===== config.mk =====
export PLATFORM = sky130hd
export DESIGN_NAME = px_scan_ctrl_flat
export DESIGN_NICKNAME = d
export VERILOG_FILES = /design/src/rtl/px_scan_pkg.sv /design/src/rtl/px_scan_ctrl_if.sv /design/src/rtl/px_edge_cnt.sv /design/src/rtl/px_scan_ctrl.sv /design/src/flat_wrapper.sv
export SDC_FILE = /design/constraint.sdc
export NUM_CORES = 1
export LEC_CHECK = 0
export BUFFER_PORTS_ARGS = -buffer_cell sky130_fd_sc_hd__buf_2
export CAP_MARGIN = 20
export CORE_MARGIN = 10
export CORE_UTILIZATION = 45
export CTS_BUF_LIST = sky130_fd_sc_hd__clkbuf_8 sky130_fd_sc_hd__clkbuf_16
export CTS_CLUSTER_SIZE = 14
export DETAILED_ROUTE_END_ITERATION = 10
export GPL_TIMING_DRIVEN = 0
export PLACE_DENSITY = 0.73
export SKIP_LAST_GASP = 1
export SLEW_MARGIN = 20
export SYNTH_ARGS = -nofsm -noshare
export SYNTH_HDL_FRONTEND = slang
export SYNTH_SLANG_ARGS = --single-unit

===== constraint.sdc =====
create_clock -name clk -period 4.78 [get_ports clk]
set_input_delay 0.956 -clock clk [delete_from_list [all_inputs] [get_ports clk]]
set_output_delay 0.956 -clock clk [all_outputs]
set_load 0.005 [all_outputs]

===== src/rtl/px_scan_pkg.sv =====
// Shared types and constants for the pixel oscillator scan sequencer.
// No logic of its own; the helper functions are pure combinational.
// PXSCAN_CONT_EN (optional continuous scanning) does not affect this file.
package px_scan_pkg;

    localparam int NPX        = 16;
    localparam int PX_W       = 4;
    localparam int CNT_W_DFLT = 16;
    localparam int GATE_W     = 16;
    localparam int SETTLE_CYC = 8;

    // Every oscillator halted, index field don't-care
    localparam logic [4:0] STOP_ALL = 5'b10000;

    typedef enum logic [2:0] {IDLE, SETTLE, GATE, STORE, DONE} state_t;

    typedef struct packed {
        logic            vld;
        logic [PX_W-1:0] idx;
    } px_sel_t;

    // Lowest set bit of the mask
    function automatic px_sel_t lowest_set(input logic [NPX-1:0] mask);
        px_sel_t r;
        r = '0;
        for (int i = NPX - 1; i >= 0; i--) begin
            if (mask[i]) begin
                r.vld = 1'b1;
                r.idx = PX_W'(i);
            end
        end
        return r;
    endfunction

    // Lowest set bit strictly above 'from'
    function automatic px_sel_t next_set(input logic [NPX-1:0] mask, input logic [PX_W-1:0] from);
        px_sel_t r;
        r = '0;
        for (int i = NPX - 1; i >= 0; i--) begin
            if (mask[i] && (i > int'(from))) begin
                r.vld = 1'b1;
                r.idx = PX_W'(i);
            end
        end
        return r;
    endfunction

endpackage


===== src/rtl/px_scan_ctrl_if.sv =====
// Register-block side of the scan sequencer: command inputs and result write port.
// Pure wiring, no latency; no backpressure, results are fire-and-forget strobes.
// PXSCAN_CONT_EN adds the 'cont' request line from the register block.
interface px_scan_ctrl_if #(parameter int CNT_W = px_scan_pkg::CNT_W_DFLT);
    import px_scan_pkg::*;

    logic              start;
    logic              abort;
    logic [NPX-1:0]    px_mask;
    logic [GATE_W-1:0] gate_len;
`ifdef PXSCAN_CONT_EN
    logic              cont;
`endif
    logic              busy;
    logic              res_we;
    logic [PX_W-1:0]   res_addr;
    logic [CNT_W-1:0]  res_data;
    logic              res_ovf;
    logic              drdy;

    modport master (
        output start, abort, px_mask, gate_len,
`ifdef PXSCAN_CONT_EN
        output cont,
`endif
        input  busy, res_we, res_addr, res_data, res_ovf, drdy
    );

    modport slave (
        input  start, abort, px_mask, gate_len,
`ifdef PXSCAN_CONT_EN
        input  cont,
`endif
        output busy, res_we, res_addr, res_data, res_ovf, drdy
    );

endinterface


===== src/rtl/px_edge_cnt.sv =====
// Synchronises one raw oscillator output and counts its rising edges while enabled.
// Edge reaches the counter 3 clk after it occurs (2-FF sync + edge detect).
// No backpressure; counter saturates at all-ones and latches ovf until cleared.
module px_edge_cnt #(
    parameter int CNT_W = 16
) (
    input  logic             clk,
    input  logic             rst,
    input  logic             din,
    input  logic             en,
    input  logic             clr,
    output logic [CNT_W-1:0] cnt,
    output logic             ovf
);

    logic sync1, sync2, sync3;
    logic rise;

    assign rise = sync2 & ~sync3;

    // Synchroniser, edge history and saturating edge counter
    always_ff @(posedge clk or negedge rst) begin
        if (!rst) begin
            sync1 <= 1'b0;
            sync2 <= 1'b0;
            sync3 <= 1'b0;
            cnt   <= '0;
            ovf   <= 1'b0;
        end else begin
            sync1 <= din;
            sync2 <= sync1;
            sync3 <= sync2;
            if (clr) begin
                cnt <= '0;
                ovf <= 1'b0;
            end else if (en && rise) begin
                if (cnt == '1) ovf <= 1'b1;
                else           cnt <= cnt + CNT_W'(1);
            end
        end
    end

endmodule


===== src/rtl/px_scan_ctrl.sv =====
// Scans enabled pixel oscillators in ascending order, writing one edge count per pixel.
// Per pixel SETTLE_CYC + gate_len + 1 clk to res_we; drdy one clk after the last write.
// No backpressure: start while busy is dropped, abort wins over everything. PXSCAN_CONT_EN: looping scans.
module px_scan_ctrl
    import px_scan_pkg::*;
#(
    parameter int CNT_W = CNT_W_DFLT
) (
    input  logic            clk,
    input  logic            rst,
    px_scan_ctrl_if.slave   rb,
    input  logic [NPX-1:0]  clk_px,
    output logic [4:0]      stop_osc,
    output logic [PX_W-1:0] px_addr
);

    state_t            state, nxt_state;
    logic [NPX-1:0]    mask_q;
    logic [GATE_W-1:0] gl_q;
    logic [GATE_W-1:0] tmr;
    logic [PX_W-1:0]   idx;
    logic [CNT_W-1:0]  cnt;
    logic              ovf;
    logic              settle_end, gate_end, restart;
    px_sel_t           first_in, first_q, nxt_sel;

    assign first_in   = lowest_set(rb.px_mask);
    assign first_q    = lowest_set(mask_q);
    assign nxt_sel    = next_set(mask_q, idx);
    assign settle_end = (tmr == GATE_W'(SETTLE_CYC - 1));
    assign gate_end   = (tmr == gl_q - GATE_W'(1));

`ifdef PXSCAN_CONT_EN
    assign restart = rb.cont && first_q.vld;
`else
    assign restart = 1'b0;
`endif

    // Only the pixel under measurement feeds the counter
    px_edge_cnt #(.CNT_W(CNT_W)) u_cnt (
        .clk (clk),
        .rst (rst),
        .din (clk_px[idx]),
        .en  (state == GATE),
        .clr (state == SETTLE),
        .cnt (cnt),
        .ovf (ovf)
    );

    // State register
    always_ff @(posedge clk or negedge rst) begin
        if (!rst) state <= IDLE;
        else      state <= nxt_state;
    end

    // Next-state logic; abort overrides every transition
    always_comb begin
        nxt_state = state;
        if (rb.abort) begin
            nxt_state = IDLE;
        end else begin
            case (state)
                IDLE:    if (rb.start) nxt_state = first_in.vld ? SETTLE : DONE;
                SETTLE:  if (settle_end) nxt_state = GATE;
                GATE:    if (gate_end) nxt_state = STORE;
                STORE:   nxt_state = nxt_sel.vld ? SETTLE : DONE;
                DONE:    nxt_state = restart ? SETTLE : IDLE;
                default: nxt_state = IDLE;
            endcase
        end
    end

    // Scan context, timer and registered outputs; stop_osc moves in step with the state
    always_ff @(posedge clk or negedge rst) begin
        if (!rst) begin
            mask_q      <= '0;
            gl_q        <= GATE_W'(1);
            tmr         <= '0;
            idx         <= '0;
            stop_osc    <= STOP_ALL;
            px_addr     <= '0;
            rb.busy     <= 1'b0;
            rb.res_we   <= 1'b0;
            rb.res_addr <= '0;
            rb.res_data <= '0;
            rb.res_ovf  <= 1'b0;
            rb.drdy     <= 1'b0;
        end else if (rb.abort) begin
            tmr       <= '0;
            stop_osc  <= STOP_ALL;
            rb.busy   <= 1'b0;
            rb.res_we <= 1'b0;
            rb.drdy   <= 1'b0;
        end else begin
            rb.res_we <= 1'b0;
            case (state)
                IDLE: begin
                    if (rb.start) begin
                        mask_q  <= rb.px_mask;
                        gl_q    <= (rb.gate_len == '0) ? GATE_W'(1) : rb.gate_len;
                        tmr     <= '0;
                        rb.drdy <= 1'b0;
                        rb.busy <= 1'b1;
                        if (first_in.vld) begin
                            idx      <= first_in.idx;
                            stop_osc <= {1'b0, first_in.idx};
                            px_addr  <= first_in.idx;
                        end
                    end
                end
                SETTLE: begin
                    rb.drdy <= 1'b0;
                    tmr     <= settle_end ? '0 : tmr + GATE_W'(1);
                end
                GATE: begin
                    tmr <= gate_end ? '0 : tmr + GATE_W'(1);
                end
                STORE: begin
                    rb.res_we   <= 1'b1;
                    rb.res_addr <= idx;
                    rb.res_data <= cnt;
                    rb.res_ovf  <= ovf;
                    if (nxt_sel.vld) begin
                        idx      <= nxt_sel.idx;
                        stop_osc <= {1'b0, nxt_sel.idx};
                        px_addr  <= nxt_sel.idx;
                    end
                end
                DONE: begin
                    rb.drdy <= 1'b1;
                    if (restart) begin
                        idx      <= first_q.idx;
                        stop_osc <= {1'b0, first_q.idx};
                        px_addr  <= first_q.idx;
                    end else begin
                        stop_osc <= STOP_ALL;
                        rb.busy  <= 1'b0;
                    end
                end
                default: ;
            endcase
        end
    end

endmodule


===== src/flat_wrapper.sv =====
// flat-port wrapper written by rule: the top's interface ports become plain ports
module px_scan_ctrl_flat import px_scan_pkg::*;
#(
    parameter int CNT_W = CNT_W_DFLT
)
  (clk, rst, clk_px, stop_osc, px_addr, rb_start, rb_abort, rb_px_mask, rb_gate_len, rb_busy, rb_res_we, rb_res_addr, rb_res_data, rb_res_ovf, rb_drdy);
  px_scan_ctrl_if #(.CNT_W(CNT_W)) rb_i ();
  input  logic clk;
  input  logic rst;
  input  logic [NPX-1:0] clk_px;
  output logic [4:0] stop_osc;
  output logic [PX_W-1:0] px_addr;
  input wire logic [$bits(rb_i.start)-1:0] rb_start;
  input wire logic [$bits(rb_i.abort)-1:0] rb_abort;
  input wire logic [$bits(rb_i.px_mask)-1:0] rb_px_mask;
  input wire logic [$bits(rb_i.gate_len)-1:0] rb_gate_len;
  output wire logic [$bits(rb_i.busy)-1:0] rb_busy;
  output wire logic [$bits(rb_i.res_we)-1:0] rb_res_we;
  output wire logic [$bits(rb_i.res_addr)-1:0] rb_res_addr;
  output wire logic [$bits(rb_i.res_data)-1:0] rb_res_data;
  output wire logic [$bits(rb_i.res_ovf)-1:0] rb_res_ovf;
  output wire logic [$bits(rb_i.drdy)-1:0] rb_drdy;
  assign rb_i.start = rb_start;
  assign rb_i.abort = rb_abort;
  assign rb_i.px_mask = rb_px_mask;
  assign rb_i.gate_len = rb_gate_len;
  assign rb_busy = rb_i.busy;
  assign rb_res_we = rb_i.res_we;
  assign rb_res_addr = rb_i.res_addr;
  assign rb_res_data = rb_i.res_data;
  assign rb_res_ovf = rb_i.res_ovf;
  assign rb_drdy = rb_i.drdy;
  px_scan_ctrl #(.CNT_W(CNT_W)) u_core (.clk(clk), .rst(rst), .rb(rb_i), .clk_px(clk_px), .stop_osc(stop_osc), .px_addr(px_addr));
endmodule

==> key figures, run 1 <==
Status
  – Status: completed

Synthesis
  – Post-Synth XOR/XNOR Area: under 10%
  – Syn_area_per_cell: between 9 and 10 µm²
  – FFs w/ async S/R, synth: 100.0%
  – Synthesized area: a little under 6000 µm²
  – Area leader, netlist: dfrtp_1
  – Yosys warns: 0
  – Syn_nets: 643
  – Main combinational cell family by area after synthesis: simple AND/OR/NAND/NOR gates
  – Cells after Synth: a little under 600
  – Synth Area in Compound Gates: 14.11%
  – Yosys cell types: 65
  – Post-synthesis mux area share: a little under an eighth
  – Synth top area cells: dfrtp_1 (44%), mux2_2 (9.5%), nand2_1 (3.6%)
  – Synthesized flop and latch total: 103
  – Seq/Total Area, Yosys: between 40% and 50%
  – Synth Area in Simple Gates: roughly a fifth
  – Top cell type's share of synthesized area: between 40% and 50%
  – Synth Flop Type: dfrtp_1
  – Post-Synth Adder-Cell Area: less than 1%
  – EDFF count, synth: 0

Clock tree
  – CTS Hold Bufs: 0
  – CTS tree: done
  – Clock sinks: between 100 and 150
  – Post-CTS setup buffers: 0
  – # resized after CTS: 0
  – H-Tree Depth: 3
  – CTS Buffer Depth: 2
  – Worst-path clk slew: ~0.070 ns
  – CTS root buffer: clkbuf_16
  – Latest clock arrival within the worst-skew pair: around 0.35 ns
  – CTS Buf Count: 9

Worst setup path
  – Startpoint Class: flip-flop
  – Worst-path fanout max: 10
  – Worst setup path class: flip-flop to flip-flop
  – Reg-to-reg setup timing slack: ~1.4 ns
  – CP arrival: between 3 and 4 ns
  – Slowest cell on the critical path: or4_4
  – Critical Path End Type: flip-flop
  – CP max stage delay: around 0.53 ns
  – CP Cell Sequence: or4_1, buf_2, or4_4, xnor2_2, o2111ai_1, a2111oi_4, a31o_1, or2_1, buf_4, buf_6, o31ai_1
  – CP top delay family: simple AND/OR/NAND/NOR gates
  – Worst path required time: about 5.0 ns
  – WP buf/inv: 3

STA
  – Worst relative slew slack: a little over a quarter
  – Worst-Margin Slew: around 1.1 ns
  – Max Fclk: roughly 0.3 GHz
  – Final hold violation count: 0
  – Final setup fails: 0
  – Setup TNS: 0 ns
  – Final Skew: 0.004932 ns
  – Period utilization: 71.15%
  – Final Max Slew Viols: 0
  – Final min period: approximately 3.4 ns
  – RSZ-0062 raised after global routing: false

Finish
  – Post-route cell area: just under 7000 µm²
  – Most frequent cells in the layout: dfrtp_1 (101), buf_2 (86), nand2_1 (56)
  – Antenna diodes: 0
  – Synth-to-layout area growth: 16.76%
  – Nets: 738
  – Fillers: roughly 1,200
  – Finished Core Util: a little over half
  – Layout cells sized above 1: 26.31%
  – Commonest non-fill, non-tap cell in the layout: dfrtp_1

Drt
  – Vias per cell: just under 6
  – Detailed Routing Iterations Pass 1: 5
  – Routed wl met2: slightly above 7 mm
  – Met3 wire len: ~900 µm
  – Highest metal used: met4
  – Vias: 4,962
  – DRT Wirelength: 14.56 mm
  – Drt drc: 0
  – Drt wl/cell: around 17 µm
  – Initial DRC count: around 460
  – Post-Route M1 WL: 6.325 mm
  – Antenna Violating Nets Remaining: 0

GRT
  – Vias in the first global route: 5,060
  – GRT overflow: 0
  – Global-route wire length before repair: approximately 24 mm
  – Largest net degree at the start of global routing: 61
  – Initial antenna violation count: 0
  – Gr usage total: approximately 16%

Floorplanning
  – Die Span X: between 100 and 150 µm
  – Initial core utilization: a little under half
  – Core area: roughly 13,000 µm²
  – Ports: 85
  – Die Height: approximately 130 µm
  – Die area: around 18,000 µm²
  – Row count: 41

Run
  – Max Cap Violations: 0

Power
  – P per Cell Area: roughly 430 nW/µm²
  – Leak pwr: around 3.0 nW
  – Max VDD drop: ~0.32 mV

Placement
  – Port bufs: between 80 and 90
  – GP Congestion: roughly 0.93
  – Post-DP Area: 6477 µm²
  – Dpl hpwl: roughly 11 mm

Worst hold path
  – Worst hold path type: flip-flop to flip-flop
==> metrics by stage <==
stage	hold WS (ns)	setup WS (ns)	std cells	power (mW)
after floorplan	0.3312	1.699	588	1.879
after global placement	0.3375	1.345	843	2.102
after detailed placement	0.3411	1.411	844	2.159
after CTS	0.3572	1.388	860	2.923
after global routing	0.3683	1.220	860	3.084
final	0.3536	1.379	860	2.908
==> area by class of cell <==
class / instances / area (µm²) / area share (%)
buffer: 34 / 151.4 / 2.232
clock buffer: 9 / 225.2 / 3.321
clock inverter: 7 / 78.83 / 1.162
inverter: 16 / 60.06 / 0.8856
multi-input combinational: 435 / 3022 / 44.56
sequential: 103 / 2580 / 38.04
tap: 172 / 215.2 / 3.173
timing repair buffer: 84 / 449.2 / 6.624
==> power breakdown <==
part	switching (mW)	total, mW	internal, mW	leakage (nW)
combinational	0.510	0.941	0.431	1.54
sequential	0.172	1.21	1.04	1.35
clock	0.342	0.755	0.413	0.150
total	1.02	2.91	1.88	3.04
==> final timing paths <==
kind | startpoint | end | cells past startpoint
min | u_core.u_cnt.sync1 | u_core.u_cnt.sync2 | 0
max | u_core.gl_q[2] | u_core.tmr[6] | 11
max reg2reg | u_core.gl_q[2] | u_core.tmr[6] | 11
max in group asynchronous | rst | u_core.gl_q[0] | 2
min in group asynchronous | rst | u_core.rb.res_data[12] | 1
min reg2reg | u_core.u_cnt.sync1 | u_core.u_cnt.sync2 | 0
==> worst register-to-register path: stages (launching register included) <==
cell       delay [ns]
dfrtp_1          0.46
or4_1            0.51
buf_2            0.19
or4_4            0.53
xnor2_2          0.14
o2111ai_1        0.19
a2111oi_4        0.45
a31o_1           0.29
or2_1            0.12
buf_4            0.13
buf_6            0.16
o31ai_1          0.09
==> flip-flops by register name, indices dropped and copies added, names as in the netlist, 4 cells and up <==
signal,count
u_core.gl_q,16
u_core.rb.res_data,16
u_core.tmr,16
u_core.u_cnt.cnt,16
u_core.mask_q,15
u_core.stop_osc,5
u_core.px_addr,4
u_core.rb.res_addr,4
==> cell usage after synthesis, types with 3 or more instances <==
cell type,count
dfrtp_1,101
nand2_1,56
mux2_2,49
nor2_1,42
nand3_1,32
a21oi_1,23
clkbuf_1,23
xnor2_1,18
xor2_1,18
o21ai_0,17
inv_1,16
nor3_1,15
nand2b_1,13
and3_1,12
nand4_1,12
nor4_1,9
o31ai_1,8
a21o_1,7
a31oi_1,7
nor2b_1,7
a211oi_1,6
or4_1,6
mux4_2,5
o21ai_1,5
o31ai_2,5
and4_1,4
buf_1,4
buf_2,4
o22ai_1,4
or3_1,4
a21boi_0,3
and2_1,3
ha_1,3
o21bai_1,3
or3b_2,3
==> routing by layer <==
metal | up-vias | GRT usage (%)
li1 | 2333 | -
met1 | 2421 | 20.24
met2 | 177 | 26.71
met3 | 31 | 4.286
met4 | 0 | 6.227
met5 | - | 0
==> logic make-up after synthesis <==
kind of cell | after synthesis
AND/OR/NAND/NOR | 225
AO/OA/AOI/OAI | 115
flip-flops | 103
multiplexers | 55
buffers and inverters | 50
XOR/XNOR | 37
adder cells (fa/ha/maj) | 3
(Power assumes the default switching activity.)
==> run 2: changes to the inputs <==
--- a/config.mk
+++ b/config.mk
@@ -13,7 +13,7 @@
 export CTS_CLUSTER_SIZE = 14
 export DETAILED_ROUTE_END_ITERATION = 10
 export GPL_TIMING_DRIVEN = 0
-export PLACE_DENSITY = 0.73
+export PLACE_DENSITY = 0.76
 export SKIP_LAST_GASP = 1
 export SLEW_MARGIN = 20
 export SYNTH_ARGS = -nofsm -noshare
==> constraint.sdc (replaced) <==
create_clock -name clk -period 3.1 [get_ports clk]
set_input_delay 0.62 -clock clk [delete_from_list [all_inputs] [get_ports clk]]
set_output_delay 0.62 -clock clk [all_outputs]
set_load 0.005 [all_outputs]
==> run 2 against run 1 <==
  * Clock power increased by 63%
  * Hold slack got worse by 0.24 ns
  * Die area unchanged
  * Clock skew increased by 0.0082 ns
  * Cell area increased by 4.3%
  * Sequential power increased by 56%
  * Fmax increased by 11%
  * Critical path type unchanged
  * Highest routed layer unchanged
==> key figures, run 2 (synthesis results as in run 1) <==
Drt
  – Vias: 5,056 (was 4,962)
  – Detailed Routing Iterations Pass 1: 5 (unchanged)
  – Vias per cell: 5.818 (was 5.770)
  – Initial DRC count: 451 (was 462)
  – Antenna Violating Nets Remaining: 0 (unchanged)
  – Drt wl/cell: 17.79 µm (was 16.93 µm)
  – Drt drc: 0 (unchanged)
  – DRT Wirelength: 15.46 mm (was 14.56 mm)

STA
  – Worst-Margin Slew: 0.7506 ns (was 1.092 ns)
  – Setup TNS: 0 ns (unchanged)
  – Final hold violation count: 0 (unchanged)
  – Final Max Slew Viols: 0 (unchanged)
  – Final Skew: 0.01313 ns (was 0.004932 ns)
  – Final worst setup slack: 0.03050 ns (was 1.379 ns)
  – Hold slack: 0.1164 ns (was 0.3536 ns)
  – Worst relative slew slack: 49.50% (was 27.04%)
  – Max Fclk: 0.3258 GHz (was 0.2940 GHz)
  – Final min period: 3.070 ns (was 3.401 ns)
  – Period utilization: 99.02% (was 71.15%)
  – RSZ-0062 raised after global routing: true (was false)
  – Final setup fails: 0 (unchanged)

Worst setup path
  – CP top delay family: simple AND/OR/NAND/NOR gates (unchanged)
  – CP max stage delay: 0.52 ns (was 0.53 ns)
  – WP depth: 10 (was 11)
  – Worst reg2reg path depth: 10 (was 11)
  – Reg-to-reg setup timing slack: 0.03 ns (was 1.38 ns)
  – Reg-to-Reg Start: u_core.gl_q[2] (unchanged)
  – Worst setup path class: flip-flop to flip-flop (unchanged)
  – Critical Path End Type: flip-flop (unchanged)
  – Setup crit end: u_core.tmr[13] (was u_core.tmr[6])
  – Startpoint Class: flip-flop (unchanged)
  – Worst path required time: 3.37 ns (was 5.00 ns)
  – CP arrival: 3.34 ns (was 3.63 ns)
  – Worst-path fanout max: 6 (was 10)
  – R2r endpoint: u_core.tmr[13] (was u_core.tmr[6])
  – WP buf/inv: 2 (was 3)
  – Slowest cell on the critical path: or4_4 (unchanged)
  – Worst setup path start: u_core.gl_q[2] (unchanged)
  – CP Cell Sequence: or4_4, buf_6, nor4b_4, mux2_4, a22oi_2, a2111oi_4, a31o_1, or2_4, buf_12, o31ai_4 (was or4_1, buf_2, or4_4, xnor2_2, o2111ai_1, a2111oi_4, a31o_1, or2_1, buf_4, buf_6, o31ai_1)

GRT
  – GRT overflow: 0 (unchanged)
  – Vias in the first global route: 4,947 (was 5,060)
  – Initial antenna violation count: 0 (unchanged)
  – Gr usage total: 16.84% (was 16.36%)
  – Largest net degree at the start of global routing: 76 (was 61)
  – Global-route wire length before repair: 24.77 mm (was 24.23 mm)

Clock tree
  – CTS root buffer: clkbuf_16 (unchanged)
  – CTS tree: done (unchanged)
  – CTS Hold Bufs: 0 (unchanged)
  – Latest clock arrival within the worst-skew pair: 0.36 ns (was 0.35 ns)
  – CTS Buf Count: 9 (unchanged)
  – H-Tree Depth: 3 (unchanged)
  – Worst-path clk slew: 0.08 ns (was 0.07 ns)
  – Clock sinks: 103 (unchanged)
  – CTS Buffer Depth: 2 (unchanged)

Finish
  – Nets: 747 (was 738)
  – Finished Core Util: 56.07% (was 53.74%)
  – Antenna diodes: 0 (unchanged)
  – Most frequent cells in the layout: dfrtp_1 (97), buf_2 (82), nand2_1 (56) (was dfrtp_1 (101), buf_2 (86), nand2_1 (56))
  – Layout cells sized above 1: 30.27% (was 26.31%)
  – Synth-to-layout area growth: 21.82% (was 16.76%)
  – Commonest non-fill, non-tap cell in the layout: dfrtp_1 (unchanged)

Floorplanning
  – Die Height: 133.6 µm (unchanged)
  – Die Span X: 133.6 µm (unchanged)
  – Row count: 41 (unchanged)
  – Ports: 85 (unchanged)
  – Die area: 17,850 µm² (unchanged)
  – Initial core utilization: 46.02% (unchanged)
  – Core area: 12,620 µm² (unchanged)

Run
  – Max Cap Violations: 0 (unchanged)

Worst hold path
  – Worst hold path type: input pin to async pin (was flip-flop to flip-flop)

Placement
  – Place WS: -0.2035 ns (was 1.411 ns)
  – Dpl hpwl: 11.14 mm (was 11.06 mm)
  – GP Congestion: 0.8995 (was 0.9297)
  – Port bufs: 83 (unchanged)

Power
  – Tot Pwr: 4.727 mW (was 2.908 mW)
  – Max VDD drop: 0.6303 mV (was 0.3168 mV)
  – P per Cell Area: 668.0 nW/µm² (was 428.9 nW/µm²)
  – Leak pwr: 3.135 nW (was 3.037 nW)

Status
  – Status: completed (unchanged)
## run 2: area by class of cell
cell class / count / area [µm²]
multi-input combinational: 435 / 3173
tap: 172 / 215.2
timing repair buffer: 97 / 564.3
buffer: 30 / 151.4
clock buffer: 9 / 225.2
clock inverter: 7 / 101.3
sequential: 103 / 2585
fill: 1093 / 5544
inverter: 16 / 60.06
## run 2: how the worst min path moves through the flow
stage                                  end  slack (ns)  cells after the start               start
global route        u_core.rb.res_data[14]        0.13                      1                 rst
global placement        u_core.u_cnt.sync2        0.34                      0  u_core.u_cnt.sync1
floorplan                  u_core.gl_q[10]        0.32                      0                 rst
detailed placement      u_core.u_cnt.sync2        0.34                      0  u_core.u_cnt.sync1
finish                 u_core.u_cnt.cnt[7]        0.12                      1                 rst
CTS                 u_core.rb.res_data[14]        0.13                      1                 rst
## run 2: worst reg2reg max path, delay by kind of cell (launching register included)
kind	cells	cell delay (ns)
mux	1	0.33
buf+inv	2	0.30
flops	1	0.44
simple gates	3	1.11
compound gates	4	0.80
## run 2: through the flow
| stage | cell area [µm²] | cells |
|---|---|---|
| after floorplan | 5808 | 588 |
| after global placement | 6439 | 843 |
| after detailed placement | 6477 | 844 |
| after CTS | 6894 | 861 |
| after global routing | 7076 | 869 |
| final | 7076 | 869 |
## run 2: per-layer routing
metal / routed length [µm] / global-route usage (%)
met1: 6495 / 20.79
met3: 918 / 3.496
met4: 190 / 5.562
met2: 7855 / 28.63
met5: 0 / 0
## run 2: what timing repair did
action / CTS / global route
resized for setup: 16 / 22
gates cloned: 0 / 1
endpoints found under the setup margin: 18 / 21
setup buffers: 3 / 9
pin swaps: 4 / 11
## run 2: power breakdown
group | switching (mW) | internal, mW
Sequential | 0.283 | 1.61
Combinational | 0.846 | 0.760
Clock | 0.574 | 0.655
==> run 3: changes to the inputs <==
==> constraint.sdc (replaced) <==
create_clock -name clk -period 2.49 [get_ports clk]
set_input_delay 0.498 -clock clk [delete_from_list [all_inputs] [get_ports clk]]
set_output_delay 0.498 -clock clk [all_outputs]
set_load 0.005 [all_outputs]
==> run 3 against run 2 <==
  * The run now ends with negative hold slack, negative setup slack left
  * Final cell count up 0.35%
  * Non-clock buffer count grew 3
  * Worst setup slack got worse by 0.66 ns
  * Clock power up 24%
  * Critical path type unchanged
  * Largest cell class unchanged
  * Highest routed layer unchanged
==> key figures, run 3 (synthesis results as in run 1) <==
STA
  – Worst relative slew slack: 51.27% (was 49.50%)
  – Final hold violation count: 4 (was 0)
  – Final Skew: 0.006976 ns (was 0.01313 ns)
  – Final setup fails: 17 (was 0)
  – Final Max Slew Viols: 0 (unchanged)
  – Setup TNS: -9.241 ns (was 0 ns)
  – Final worst setup slack: -0.6247 ns (was 0.03050 ns)
  – RSZ-0062 raised after global routing: true (unchanged)
  – Max Fclk: 0.3211 GHz (was 0.3258 GHz)
  – Final min period: 3.115 ns (was 3.070 ns)
  – Worst-Margin Slew: 0.7270 ns (was 0.7506 ns)
  – Period utilization: 125.1% (was 99.02%)
  – Hold slack: -0.005147 ns (was 0.1164 ns)

Drt
  – DRT Wirelength: 15.69 mm (was 15.46 mm)
  – Vias per cell: 5.815 (was 5.818)
  – Antenna Violating Nets Remaining: 0 (unchanged)
  – Routed wl met2: 7.813 mm (was 7.855 mm)
  – Met3 wire len: 986 µm (was 918 µm)
  – Highest metal used: met4 (unchanged)
  – Detailed Routing Iterations Pass 1: 5 (unchanged)
  – Vias: 5,071 (was 5,056)
  – Post-Route M1 WL: 6.496 mm (was 6.495 mm)
  – Drt wl/cell: 17.99 µm (was 17.79 µm)
  – Initial DRC count: 428 (was 451)
  – Drt drc: 0 (unchanged)

Clock tree
  – H-Tree Depth: 3 (unchanged)
  – Clock sinks: 103 (unchanged)
  – CTS root buffer: clkbuf_16 (unchanged)
  – CTS Buf Count: 9 (unchanged)
  – CTS Buffer Depth: 2 (unchanged)
  – CTS tree: done (unchanged)
  – Latest clock arrival within the worst-skew pair: 0.36 ns (about the same)
  – Worst-path clk slew: 0.08 ns (about the same)

Worst setup path
  – CP max stage delay: 0.59 ns (was 0.52 ns)
  – Startpoint Class: flip-flop (unchanged)
  – CP arrival: 3.35 ns (was 3.34 ns)
  – Critical Path End Type: flip-flop (unchanged)
  – Worst setup path class: flip-flop to flip-flop (unchanged)
  – CP top delay family: simple AND/OR/NAND/NOR gates (unchanged)
  – CP Cell Sequence: or4_4, or4_4, xnor2_4, o2111ai_2, a2111oi_4, a31o_1, or2_1, buf_6, buf_8, o32ai_4 (was or4_4, buf_6, nor4b_4, mux2_4, a22oi_2, a2111oi_4, a31o_1, or2_4, buf_12, o31ai_4)
  – Most common cell on crit path: or4_4
  – Worst path required time: 2.72 ns (was 3.37 ns)
  – WP buf/inv: 2 (unchanged)
  – Slowest cell on the critical path: or4_4 (unchanged)
  – Worst-path fanout max: 4 (was 6)

Finish
  – Final non-filler cell total: 872 (was 869)
  – Most frequent cells in the layout: dfrtp_1 (97), buf_2 (83), nand2_1 (56) (was dfrtp_1 (97), buf_2 (82), nand2_1 (56))
  – Synth-to-layout area growth: 24.19% (was 21.82%)
  – Fillers: 1,085 (was 1,093)
  – Antenna diodes: 0 (unchanged)
  – Layout cells sized above 1: 32.57% (was 30.27%)
  – Finished Core Util: 57.16% (was 56.07%)
  – Nets: 750 (was 747)
  – Commonest non-fill, non-tap cell in the layout: dfrtp_1 (unchanged)

Worst hold path
  – Worst hold path type: input pin to async pin (unchanged)

Power
  – Tot Pwr: 5.957 mW (was 4.727 mW)
  – Leak pwr: 3.200 nW (was 3.135 nW)
  – Max VDD drop: 0.4773 mV (was 0.6303 mV)
  – P per Cell Area: 825.9 nW/µm² (was 668.0 nW/µm²)

GRT
  – Initial antenna violation count: 0 (unchanged)
  – Vias in the first global route: 5,172 (was 4,947)
  – Global-route wire length before repair: 25.72 mm (was 24.77 mm)
  – GRT overflow: 0 (unchanged)
  – Largest net degree at the start of global routing: 77 (was 76)
  – Gr usage total: 17.49% (was 16.84%)

Placement
  – Dpl hpwl: 11.17 mm (was 11.14 mm)
  – Port bufs: 83 (unchanged)
  – GP Congestion: 0.8990 (was 0.8995)
  – Placed Cells incl. Taps: 844 (unchanged)

Floorplanning
  – Initial core utilization: 46.02% (unchanged)
  – Core area: 12,620 µm² (unchanged)
  – Row count: 41 (unchanged)
  – Ports: 85 (unchanged)
  – Die Height: 133.6 µm (unchanged)
  – Die Span X: 133.6 µm (unchanged)
  – Die area: 17,850 µm² (unchanged)

Status
  – Failing checks: negative hold slack, negative setup slack
  – Status: finished with violations (was completed)

Run
  – Max Cap Violations: 0 (unchanged)
## run 3: layout make-up
type | instances | area (µm²) | share of cell area, %
Buffer | 27 | 137.6 | 1.908
Clock inverter | 7 | 100.1 | 1.388
Clock buffer | 9 | 225.2 | 3.122
Sequential cell | 103 | 2585 | 35.84
Multi-Input combinational cell | 435 | 3263 | 45.24
Inverter | 16 | 60.06 | 0.8326
Tap cell | 172 | 215.2 | 2.984
Timing Repair Buffer | 103 | 626.9 | 8.690
## run 3: routing by layer
metal	GRT usage, %	up-vias
met5	0	-
met4	6.711	0
met3	4.248	38
met2	29.43	196
met1	21.09	2479
li1	-	2358
## run 3: final timing paths
path | from | to | slack (ns) | cells past startpoint
hold reg to reg | u_core.u_cnt.sync1 | u_core.u_cnt.sync2 | 0.39 | 0
min in group clk | u_core.u_cnt.sync1 | u_core.u_cnt.sync2 | 0.39 | 0
setup / recovery | u_core.gl_q[2] | u_core.tmr[4] | -0.62 | 10
setup reg to reg | u_core.gl_q[2] | u_core.tmr[4] | -0.62 | 10
hold / removal | rst | u_core.rb.res_we | -0.005 | 1
max in group asynchronous | rst | u_core.gl_q[0] | 1.81 | 2
## run 3: power by group
part           switching, mW  leakage, nW  internal [mW]
Combinational           1.06         1.69          0.989
Clock                  0.702        0.158          0.815
Sequential             0.392         1.35           2.00
## run 3: repair_timing
| item | in CTS | in global routing |
|---|---|---|
| setup buffers | 15 | 2 |
| hold buffers | 0 | 0 |
| gates cloned | 2 | 0 |
| hold endpoints to repair | 0 | 0 |
| resized for setup | 33 | 17 |
| setup endpoints to repair | 35 | 35 |
| pin swaps | 26 | 8 |
## run 3: per-stage QoR
| stage | area (µm²) | worst slack [ns] |
|---|---|---|
| CTS | 7134 | -0.5397 |
| detailed placement | 6533 | -0.8763 |
| floorplan | 5863 | -0.5497 |
| global route | 7213 | -0.6861 |
| global placement | 6494 | -0.7993 |
| finish | 7213 | -0.6247 |
## run 3: worst reg2reg max path: stages, from the launching register on
cell and delay, ns:
dfrtp_2 0.41, or4_4 0.59, or4_4 0.58, xnor2_4 0.18, o2111ai_2 0.15, a2111oi_4 0.35, a31o_1 0.24, or2_1 0.14
buf_6 0.14, buf_8 0.13, o32ai_4 0.09
